**config.mk**
```make
export PLATFORM = sky130hd
export DESIGN_NAME = demux_4_stream
export DESIGN_NICKNAME = d
export VERILOG_FILES = /design/src/rtl/demux_pkg.sv /design/src/rtl/demux_fifo2.sv /design/src/rtl/demux_4_stream.sv
export SDC_FILE = /design/constraint.sdc
export NUM_CORES = 1
export LEC_CHECK = 0
export ABC_AREA = 1
export BUFFER_PORTS_ARGS = -buffer_cell sky130_fd_sc_hd__buf_2
export CORE_UTILIZATION = 40
export CTS_BUF_LIST = sky130_fd_sc_hd__clkbuf_4 sky130_fd_sc_hd__clkbuf_8 sky130_fd_sc_hd__clkbuf_16
export DETAILED_ROUTE_END_ITERATION = 16
export GPL_TIMING_DRIVEN = 0
export PLACE_DENSITY = 0.68
export SYNTH_ARGS = -nofsm -noshare
export SYNTH_HDL_FRONTEND = slang
export SYNTH_SLANG_ARGS = --single-unit
export TNS_END_PERCENT = 10
```
**constraint.sdc**
```tcl
create_clock -name clk -period 4.45 [get_ports clk]
set_input_delay 0 -clock clk [delete_from_list [all_inputs] [get_ports clk]]
set_output_delay 0 -clock clk [all_outputs]
set_load 0.02 [all_outputs]
```
**src/rtl/demux_pkg.sv**
```systemverilog
// Shared definitions for the 4-port stream demultiplexer and its 2-entry FIFO.
package demux_pkg;
  localparam int NPORT = 4;
  localparam int SEL_W = 2;
  localparam int CNT_W = 8;

  typedef enum logic [1:0] {
    EMPTY = 2'd0,
    ONE   = 2'd1,
    FULL  = 2'd2
  } fifo_state_t;
endpackage

```
**src/rtl/demux_fifo2.sv**
```systemverilog
// Two-entry FIFO holding {sel, data}; occupancy is exposed as the FIFO state code.
module demux_fifo2
  import demux_pkg::*;
#(
  parameter int DW = 34
) (
  input  logic          clk,
  input  logic          rst_n,
  input  logic          push,
  input  logic          pop,
  input  logic [DW-1:0] din,
  output logic [DW-1:0] dout,
  output logic [1:0]    count
);

  logic [DW-1:0] mem [2];
  logic          wr_ptr;
  logic          rd_ptr;
  fifo_state_t   state;
  logic          push_ok;
  logic          pop_ok;

  assign push_ok = push && (state != FULL);
  assign pop_ok  = pop && (state != EMPTY);

  always_ff @(posedge clk or negedge rst_n) begin
    if (!rst_n) begin
      state  <= EMPTY;
      wr_ptr <= 1'b0;
      rd_ptr <= 1'b0;
    end else begin
      if (push_ok) wr_ptr <= ~wr_ptr;
      if (pop_ok)  rd_ptr <= ~rd_ptr;
      case (state)
        EMPTY: if (push_ok) state <= ONE;
        ONE: begin
          // Simultaneous push and pop leaves occupancy unchanged.
          if (push_ok && !pop_ok)      state <= FULL;
          else if (pop_ok && !push_ok) state <= EMPTY;
        end
        FULL:    if (pop_ok) state <= ONE;
        default: state <= EMPTY;
      endcase
    end
  end

  // Storage is data-only; validity is carried entirely by state.
  always_ff @(posedge clk) begin
    if (push_ok) mem[wr_ptr] <= din;
  end

  assign dout  = mem[rd_ptr];
  assign count = state;

endmodule

```
**src/rtl/demux_4_stream.sv**
```systemverilog
// Single-stream to 4-port demultiplexer: 2-entry FIFO, one-hot valid decode, per-port counters.
module demux_4_stream
  import demux_pkg::*;
#(
  parameter int WIDTH = 32,
  parameter int NPORT = 4
) (
  input  logic                   clk,
  input  logic                   rst_n,
  input  logic                   in_valid,
  output logic                   in_ready,
  input  logic [WIDTH-1:0]       in_data,
  input  logic [1:0]             in_sel,
  output logic [3:0]             out_valid,
  input  logic [3:0]             out_ready,
  output logic [WIDTH-1:0]       out_data,
  output logic [4*CNT_W-1:0]     out_cnt
);

  if (NPORT != 4) begin : g_nport_check
    $error("demux_4_stream supports only NPORT = 4");
  end

  logic [WIDTH+SEL_W-1:0] head;
  logic [1:0]             count;
  logic [SEL_W-1:0]       head_sel;
  logic                   not_empty;
  logic                   push;
  logic                   pop;

  // in_ready depends on registered occupancy only, never on out_ready.
  assign in_ready  = (count != FULL);
  assign push      = in_valid && in_ready;
  assign not_empty = (count != EMPTY);
  assign head_sel  = head[WIDTH+SEL_W-1:WIDTH];
  assign pop       = |(out_valid & out_ready);

  demux_fifo2 #(
    .DW(WIDTH + SEL_W)
  ) u_fifo (
    .clk   (clk),
    .rst_n (rst_n),
    .push  (push),
    .pop   (pop),
    .din   ({in_sel, in_data}),
    .dout  (head),
    .count (count)
  );

  always_comb begin
    out_valid = '0;
    if (not_empty) out_valid[head_sel] = 1'b1;
  end

  assign out_data = not_empty ? head[WIDTH-1:0] : '0;

  for (genvar p = 0; p < 4; p++) begin : g_cnt
    logic [CNT_W-1:0] cnt;
    always_ff @(posedge clk or negedge rst_n) begin
      if (!rst_n)                           cnt <= '0;
      else if (out_valid[p] && out_ready[p]) cnt <= cnt + 8'd1;
    end
    assign out_cnt[p*CNT_W +: CNT_W] = cnt;
  end

endmodule

```
==> flow_metrics.tcl, run 1 <==
set metrics [dict create \
    top_usage_layer "met2" \
    hold-worst-slack_ps 243 \
    core_um2 10900 \
    grt_max_degree 37 \
    clk_pin_slew_ps 110 \
    ys_seq_elements 104 \
    areaGrowthSynthToFinish_pct 30.5 \
    yosysWarnings 0 \
    r2r_slack_ps 2420 \
    synth_cell_types 34 \
    fin_crit_sh_pct 45.5 \
    cts_tree "done" \
    relSlewSlack_pct 44.8 \
    min_path_type "in -> async" \
    cp_max_fo 9 \
    ctsResizeCount 0 \
    synthesis.nets 431 \
    power.density_nw_per_um2 618 \
    ys_dominant_reg_cell "edfxtp_1" \
    cts_made_buffers 9 \
    num_rows 38 \
    vias 3211 \
    met3_usage_pct 5.00 \
    worstSetupStartpoint "u_fifo.rd_ptr$_DFFE_PN0P_" \
    grtUsageMet2_pct 27.5 \
    synth_top_family_by_area "simple AND/OR/NAND/NOR gates" \
    crit_path_start_kind "flip-flop" \
    end_kind "flip-flop" \
    fmax_ghz 0.494 \
    diodes 0 \
    fin_ws_ps 2420 \
    syn-cell-area_um2 4510 \
    place.gp.congestion 0.834 \
    clkLatencyLatePin_ps 380 \
    final_util_pct 54.0 \
    pre_cts_ws_ps 2420 \
    critPathCapture "u_fifo.count[1]$_DFFE_PN0P_" \
    syn-mean-instance-area_um2 11.7 \
    drv_cap 0 \
    dpl-instance-area_um2 5300 \
    reg2reg_depth 11 \
    via_per_inst 4.64 \
    synthMuxAreaShare_pct 2.25 \
    grt_usage_pct 16.9 \
    rsz0062_at_grt "no" \
    synth_xor_area_share_pct 4.47 \
    stdcell_area_um2 5880 \
    hold_violations 0 \
    place_inst 636 \
    ys_top_cells_by_count "nand2_1, edfxtp_1, dfrtp_1, a21oi_1, inv_1" \
    synth-edff-count 68 \
    initial_utilization_pct 41.4 \
    synth_fa_ha_area_share_pct 1.39 \
    setup_viol 0 \
    yosysMostFrequentCell "nand2_1" \
    path_class "reg -> reg" \
    cts_root_buf "clkbuf_8" \
    status "complete, no violations" \
    rr_startpoint "u_fifo.rd_ptr$_DFFE_PN0P_" \
    drive_gt1_share_pct 29.3 \
    grt-ovfl-total 0 \
    fin_crit_ps 2030 \
    synth_area_leader_cell "edfxtp_1" \
    port_buffers 109 \
    rr_endpoint "u_fifo.count[1]$_DFFE_PN0P_" \
    first_global_vias 3157 \
    synthSimpleGateAreaFrac_pct 18.4 \
    syn_inst 385 \
    wl_per_cell_um 13.4 \
    die_area_um2 11700 \
    yosysSeqAreaShare_pct 65.3 \
    routed_wl_mm 9.30 \
    n_fill_cell 909 \
    power_mw 3.64 \
    ant_nets 0 \
    dp_hpwl_mm 6.28 \
    die_w_um 108 \
    htreeDepth 3 \
    synth_compound_area_share_pct 4.22 \
    numClockSinks 104 \
    drt_iter0_markers 220 \
    drc 0 \
    leakagePower_nw 2.66 \
    tns_ps 0 \
    grt_pass1_wl_mm 14.9 \
    antenna_found_initial 0 \
    ir_drop_mv 0.333 \
    clockBufferDepth 2 \
    met1_usage_pct 20.7 \
    netlist.area_leader.share_pct 45.3 \
    async_reset_ff_share_pct 34.6 \
    fin_nets 593 \
    io_pins 110 \
    arrival_ps 2320 \
    required_ps 4740 \
    drv_slew 0 \
    die_y_um 108 \
    stdcell_count 692 \
    dr.pass1.iters 4 \
    finClkSkew_ps 11.5 \
    ys_top_cells_by_area "edfxtp_1, dfrtp_1, nand2_1" \
    worst_slew_pin_slew_ps 828 \
]
==> repair_timing <==
action                    4_1_cts  5_1_grt
hold endpoints to repair      115        0
setup buffers                   0        0
hold buffers                   40        0
==> cells by family after synthesis <==
| logic type | Yosys count |
|---|---|
| adders and majority gates | 5 |
| muxes | 9 |
| and+or+nand+nor | 163 |
| buffers and inverters | 44 |
| AOI/OAI and AO/OA | 37 |
| DFF | 104 |
| xor gates and xnor gates | 23 |
==> where the power goes <==
group          leakage, nW  internal [mW]  total [mW]  switching [mW]
Combinational         1.46          0.537        1.63            1.09
Sequential            1.10           1.29        1.44           0.149
Clock               0.0921          0.216       0.568           0.353
Total                 2.66           2.04        3.64            1.60
==> worst min-delay path by stage <==
| stage | endpoint | slack [ps] | depth (start not counted) |
|---|---|---|---|
| finish | g_cnt[0].cnt[5]$_DFFE_PN0N_ | 240 | 2 |
| floorplan | g_cnt[0].cnt[0]$_DFFE_PN0N_ | -300 | 0 |
| CTS | g_cnt[0].cnt[5]$_DFFE_PN0N_ | 260 | 2 |
| global route | g_cnt[0].cnt[3]$_DFFE_PN0N_ | 310 | 2 |
| global placement | g_cnt[0].cnt[5]$_DFFE_PN0N_ | 130 | 1 |
| detailed placement | g_cnt[0].cnt[5]$_DFFE_PN0N_ | 150 | 1 |
==> cells in the final DEF (no fill, tap or decap), drive strengths merged <==
cell and n:
a21boi 1, a21oi 32, and3 1, buf 112
clkbuf 18, clkinv 1, clkinvlp 1, dfrtp 36
dlygate4sd3 40, edfxtp 68, ha 5, inv 39
mux2 9, nand2 109, nand3 11, nand3b 1
nand4 7, nor2 30, nor3 4, o21ai 3
o31ai 1, xnor2 8, xor2 15
==> sequential cells by signal, indices dropped and copies added, names as in the netlist <==
| register | count |
|---|---|
| u_fifo.mem | 68 |
| g_cnt.cnt | 32 |
| u_fifo.count | 2 |
| u_fifo.rd_ptr | 1 |
| u_fifo.wr_ptr | 1 |
==> worst max-delay path: stages (launching register included) <==
cell     delay (ps)
dfrtp_1         390
buf_6           150
inv_6           100
nand2_4          70
nand2_8         100
inv_4            60
nand3_4         130
nand2_1         100
nor2_4          160
ha_1            260
and3_1          180
o31ai_1         230
==> per-layer routing <==
layer | up-vias | routed length [µm]
met3 | 11 | 578
met2 | 107 | 4460
met1 | 1489 | 4100
met4 | 0 | 153
met5 | - | 0
li1 | 1604 | -
==> final cells by class <==
cell class	instances	area [µm²]	share of cell area [%]
repair buffers	151	1000	17.0
flip-flops and latches	104	2940	50.0
plain buffers	10	45.0	0.766
inverters	34	135	2.30
clock buffers	9	124	2.11
multi-input cells	237	1400	23.8
well taps	140	175	2.98
clock inverters	7	60.1	1.02
Note: power is estimated with default switching activity, not from simulation.
==> run 2: changes to the inputs <==
Clock period 4.45 ns to 2.1 ns, I/O delays scaled along.
==> run 2 against run 1 <==
Effect of this change: design area rose by 0.53%; non-clock buffer count rose by 6; maximum frequency rose by 1.1%; sequential share of layout area fell by 0.26 points; clock power rose by 110%; sequential power rose by 110%; critical path type unchanged; critical endpoint unchanged; largest cell class unchanged.
==> flow_metrics.tcl, run 2 (same netlist as run 1, synthesis figures left out) <==
set metrics [dict create \
    die_y_um 108 \
    cts_tree "done" \
    largest_reg_flops 68 \
    place.gp.congestion 0.746 \
    grt_usage_pct 17.0 \
    hold_violations 0 \
    relSlewSlack_pct 43.9 \
    port_buffers 109 \
    cpPeakStageDelay_ps 390 \
    htreeDepth 3 \
    drv_slew 0 \
    grt_pass1_wl_mm 15.1 \
    cts_root_buf "clkbuf_8" \
    dpl-instance-area_um2 5280 \
    drt_iter0_markers 138 \
    path_delay_family "simple AND/OR/NAND/NOR gates" \
    ir_drop_mv 0.739 \
    setup_viol 0 \
    top_register "u_fifo.mem" \
    wl_per_cell_um 13.3 \
    power.density_nw_per_um2 1310 \
    core_um2 10900 \
    fin_crit_sh_pct 95.4 \
    path_buf_inv 1 \
    mostFrequentLayoutCells "buf_2, nand2_1, edfxtp_1, dlygate4sd3_1, dfrtp_1" \
    dr.pass1.iters 4 \
    areaGrowthSynthToFinish_pct 31.2 \
    pwr-share-seq_pct 39.3 \
    die_area_um2 11700 \
    first_global_vias 3171 \
    io_pins 110 \
    fin_ws_ps 95.9 \
    fmax_ghz 0.499 \
    drive_gt1_share_pct 30.5 \
    antenna_found_initial 0 \
    finClkSkew_ps 4.86 \
    final_util_pct 54.3 \
    clk_pin_slew_ps 100 \
    final_common_cell "buf_2" \
    pre_cts_ws_ps 20.2 \
    cp_cell_sequence "buf_6 > nand2_1 > nand2_4 > nor2_8 > nand3_4 > nand2_1 > nor2_4 > ha_1 > and3_1 > o31ai_1" \
    vias 3299 \
    numClockSinks 104 \
    worst_slew_pin_slew_ps 842 \
    clockBufferDepth 2 \
    required_ps 2390 \
    ant_nets 0 \
    drc 0 \
    tns_ps 0 \
    arrival_ps 2290 \
    crit_path_start_kind "flip-flop" \
    power_frac_comb_pct 45.5 \
    routed_wl_mm 9.31 \
    p_switching_mw 3.37 \
    grt_max_degree 37 \
    p_clk_share_pct 15.2 \
    cts_made_buffers 9 \
    p_int_mw 4.38 \
    dp_hpwl_mm 6.12 \
    switching_share_pct 43.5 \
    drv_cap 0 \
    via_per_inst 4.73 \
    rsz0062_at_grt "no" \
    num_rows 38 \
    leakagePower_nw 2.68 \
    status "complete, no violations" \
    crit_path_top_delay_cell "dfrtp_1" \
    fin_nets 599 \
    path_class "reg -> reg" \
    end_kind "flip-flop" \
    stdcell_area_um2 5910 \
    cp_max_fo 9 \
    initial_utilization_pct 41.4 \
    die_w_um 108 \
    diodes 0 \
    clkLatencyLatePin_ps 370 \
    fin_crit_ps 2000 \
    grt-ovfl-total 0 \
    min_path_type "in -> async" \
    hold-worst-slack_ps 260 \
    cpMostUsedCell "nand2_1" \
]
-- run 2: changes by cell type in the layout (fill, tap and decap cells not counted), sizes merged --
cell / delta
clkbuf: +1
clkinvlp: -1
inv: -2
buf: +6
clkinv: +2
-- run 2: final cells by class --
cell class / instances / area (µm²)
plain buffers: 10 / 45.0
clock buffers: 10 / 131
clock inverters: 6 / 51.3
fillers: 938 / 4970
inverters: 34 / 135
multi-input cells: 237 / 1400
flip-flops and latches: 104 / 2940
well taps: 140 / 175
repair buffers: 157 / 1030
-- run 2: repair_timing --
item	4_1_cts	5_1_grt
hold buffers	40	0
gates resized for setup	0	1
endpoints found under the hold margin	114	0
endpoints found under the setup margin	0	2
setup buffers	0	6
-- run 2: worst paths after layout --
| kind | slack (ps) | from | cells past startpoint | endpoint |
|---|---|---|---|---|
| max in group asynchronous | 1310 | rst_n | 2 | g_cnt[1].cnt[1]$_DFFE_PN0P_ |
| hold / removal | 260 | rst_n | 2 | g_cnt[0].cnt[5]$_DFFE_PN0N_ |
| setup / recovery | 100 | u_fifo.rd_ptr$_DFFE_PN0P_ | 10 | u_fifo.count[1]$_DFFE_PN0P_ |
| min in group clk | 340 | in_data[16] | 2 | u_fifo.mem[1][16]$_DFFE_PP_ |
| hold reg to reg | 490 | g_cnt[2].cnt[7]$_DFFE_PN0P_ | 1 | g_cnt[2].cnt[7]$_DFFE_PN0P_ |
| setup reg to reg | 100 | u_fifo.rd_ptr$_DFFE_PN0P_ | 10 | u_fifo.count[1]$_DFFE_PN0P_ |
-- run 2: metal layers --
layer / global-route usage, % / routed length [µm] / up-vias
met1: 19.8 / 3840 / 1566
met2: 28.4 / 4670 / 106
met5: 0 / 0 / -
met4: 5.48 / 138 / 0
li1: - / - / 1615
met3: 6.93 / 661 / 12
-- run 2: power by group through the flow --
stage	Clock, mW	Sequential (mW)	Combinational [mW]
after floorplan	0	3.25	2.10
after global placement	0	3.08	3.29
after detailed placement	0	3.09	3.42
after CTS	1.22	3.04	3.49
after global routing	1.29	3.11	3.89
final	1.18	3.05	3.53
-- run 2: metrics by stage --
stage	total power, mW	std cells
floorplan	5.36	385
global placement	6.37	634
detailed placement	6.50	636
CTS	7.76	692
global route	8.29	698
finish	7.75	698
==> run 3: changes to the inputs <==
Settings changed: SETUP_SLACK_MARGIN set to 0.3.
==> run 3 against run 2 <==
Effect of this change: total power is 0.49% higher; sequential share of layout area is 0.15 points lower; clock skew is 0.58 ps lower; via count is 0.48% higher; global-route usage is 0.21 points higher; first-iteration DRC count is 4.3% lower; sequential power hardly changed; worst setup slack better by 130 ps.
==> flow_metrics.tcl, run 3 (same netlist as run 1, synthesis figures left out) <==
set metrics [dict create \
    dp_hpwl_mm 6.12 \
    drc 0 \
    via_per_inst 4.74 \
    cpPeakStageDelay_ps 390 \
    mostFrequentLayoutCells "buf_2, nand2_1, edfxtp_1, dlygate4sd3_1, dfrtp_1" \
    drive_gt1_share_pct 32.2 \
    n_fill_cell 938 \
    num_rows 38 \
    core_um2 10900 \
    stdcell_area_um2 5930 \
    wl_per_cell_um 13.5 \
    top_register "u_fifo.mem" \
    cts_root_buf "clkbuf_8" \
    reg2reg_depth 11 \
    fin_crit_sh_pct 89.3 \
    drv_cap 0 \
    hold-worst-slack_ps 93.6 \
    numClockSinks 104 \
    crit_path_start_kind "flip-flop" \
    die_w_um 108 \
    hp-start "out_ready[1]" \
    htreeDepth 3 \
    worst_slew_pin_slew_ps 847 \
    routed_wl_mm 9.41 \
    die_area_um2 11700 \
    cp_max_fo 9 \
    drt_iter0_markers 132 \
    final_common_cell "buf_2" \
    initial_utilization_pct 41.4 \
    grt_max_degree 37 \
    relSlewSlack_pct 43.6 \
    crit_path_top_delay_cell "dfrtp_1" \
    setup_viol 0 \
    drv_slew 0 \
    dr.pass1.iters 4 \
    diodes 0 \
    largest_reg_flops 68 \
    whs_endpoint "g_cnt[1].cnt[0]$_DFFE_PN0P_" \
    leakagePower_nw 2.70 \
    min_path_type "in -> reg" \
    power.density_nw_per_um2 1310 \
    fin_crit_ps 1870 \
    place.gp.congestion 0.746 \
    end_kind "flip-flop" \
    ant_nets 0 \
    rr_endpoint "u_fifo.count[1]$_DFFE_PN0P_" \
    clk_pin_slew_ps 100 \
    cpMostUsedCell "nand2_4" \
    fmax_ghz 0.533 \
    arrival_ps 2160 \
    grt_usage_pct 17.2 \
    fin_nets 600 \
    rr_startpoint "u_fifo.rd_ptr$_DFFE_PN0P_" \
    grt-ovfl-total 0 \
    clkLatencyLatePin_ps 370 \
    required_ps 2390 \
    r2r_slack_ps 230 \
    final_util_pct 54.5 \
    rsz0062_at_grt "yes" \
    die_y_um 108 \
    finClkSkew_ps 4.28 \
    clockBufferDepth 2 \
    hold_violations 0 \
    ir_drop_mv 0.743 \
    port_buffers 109 \
    worst_hold_path.num_cells 4 \
    cts_made_buffers 9 \
    path_class "reg -> reg" \
    first_global_vias 3183 \
    vias 3315 \
    cp_cell_sequence "buf_6 > inv_8 > nand2_4 > nand2_4 > nor2_8 > nand3_4 > nand2_2 > nor2_4 > ha_1 > and3_1 > o31ai_1" \
    cts_tree "done" \
    io_pins 110 \
    dpl-instance-area_um2 5280 \
    status "complete, no violations" \
    areaGrowthSynthToFinish_pct 31.6 \
    grt_pass1_wl_mm 15.2 \
    antenna_found_initial 0 \
]
[run 3: how the worst max path moves through the flow]
stage                                           start  slack (ps)  depth (start not counted)                           to
after detailed placement    u_fifo.rd_ptr$_DFFE_PN0P_          20                         11  u_fifo.count[1]$_DFFE_PN0P_
after floorplan           u_fifo.count[1]$_DFFE_PN0P_         -50                          5   u_fifo.mem[1][0]$_DFFE_PP_
after global placement    u_fifo.count[1]$_DFFE_PN0P_        -640                          5   u_fifo.mem[1][4]$_DFFE_PP_
after CTS                   u_fifo.rd_ptr$_DFFE_PN0P_         200                         11  u_fifo.count[1]$_DFFE_PN0P_
after global routing        u_fifo.rd_ptr$_DFFE_PN0P_         120                          5                  out_data[9]
final                       u_fifo.rd_ptr$_DFFE_PN0P_         230                         11  u_fifo.count[1]$_DFFE_PN0P_
[run 3: stage by stage]
step | instances | power [mW] | setup TNS [ps] | setup WS [ps]
after floorplan | 385 | 5.36 | -2920 | -52.6
after global placement | 634 | 6.37 | -43240 | -636
after detailed placement | 636 | 6.50 | 0 | 20.2
after CTS | 698 | 7.86 | 0 | 202
after global routing | 699 | 8.33 | 0 | 120
final | 699 | 7.79 | 0 | 225
[run 3: what timing repair did]
| item | CTS | global route |
|---|---|---|
| cloned | 1 | 0 |
| hold buffers | 39 | 0 |
| setup endpoints to repair | 80 | 49 |
| setup buffers | 6 | 1 |
| endpoints found under the hold margin | 110 | 0 |
| gates resized for setup | 10 | 0 |
| pin swaps | 8 | 1 |
[run 3: worst max-delay path: cells and delay by family (launching register included)]
family	cells	cell delay [ps]
simple gates	7	700
flops	1	390
buf+inv	2	220
compound gates	1	180
fa+ha+maj	1	290
[run 3: final cells by class]
class                           count  area (µm²)  area share (%)
Clock inverter                      6        51.3           0.865
Multi-Input combinational cell    237        1410            23.7
Inverter                           34         138            2.32
Buffer                             10        52.6           0.886
Tap cell                          140         175            2.95
Sequential cell                   104        2940            49.6
Timing Repair Buffer              158        1030            17.4
Clock buffer                       10         131            2.21
[run 3: where the power goes]
part           internal, mW  switching, mW
registers              2.73          0.316
clock network         0.464          0.712
logic                  1.20           2.36
total                  4.40           3.39
[run 3: per-layer routing]
layer | global-route usage [%] | wire (µm) | vias to the layer above
met5 | 0 | 0 | -
met4 | 5.68 | 146 | 0
met3 | 6.75 | 648 | 12
met2 | 28.3 | 4690 | 109
met1 | 20.5 | 3920 | 1576
li1 | - | - | 1618
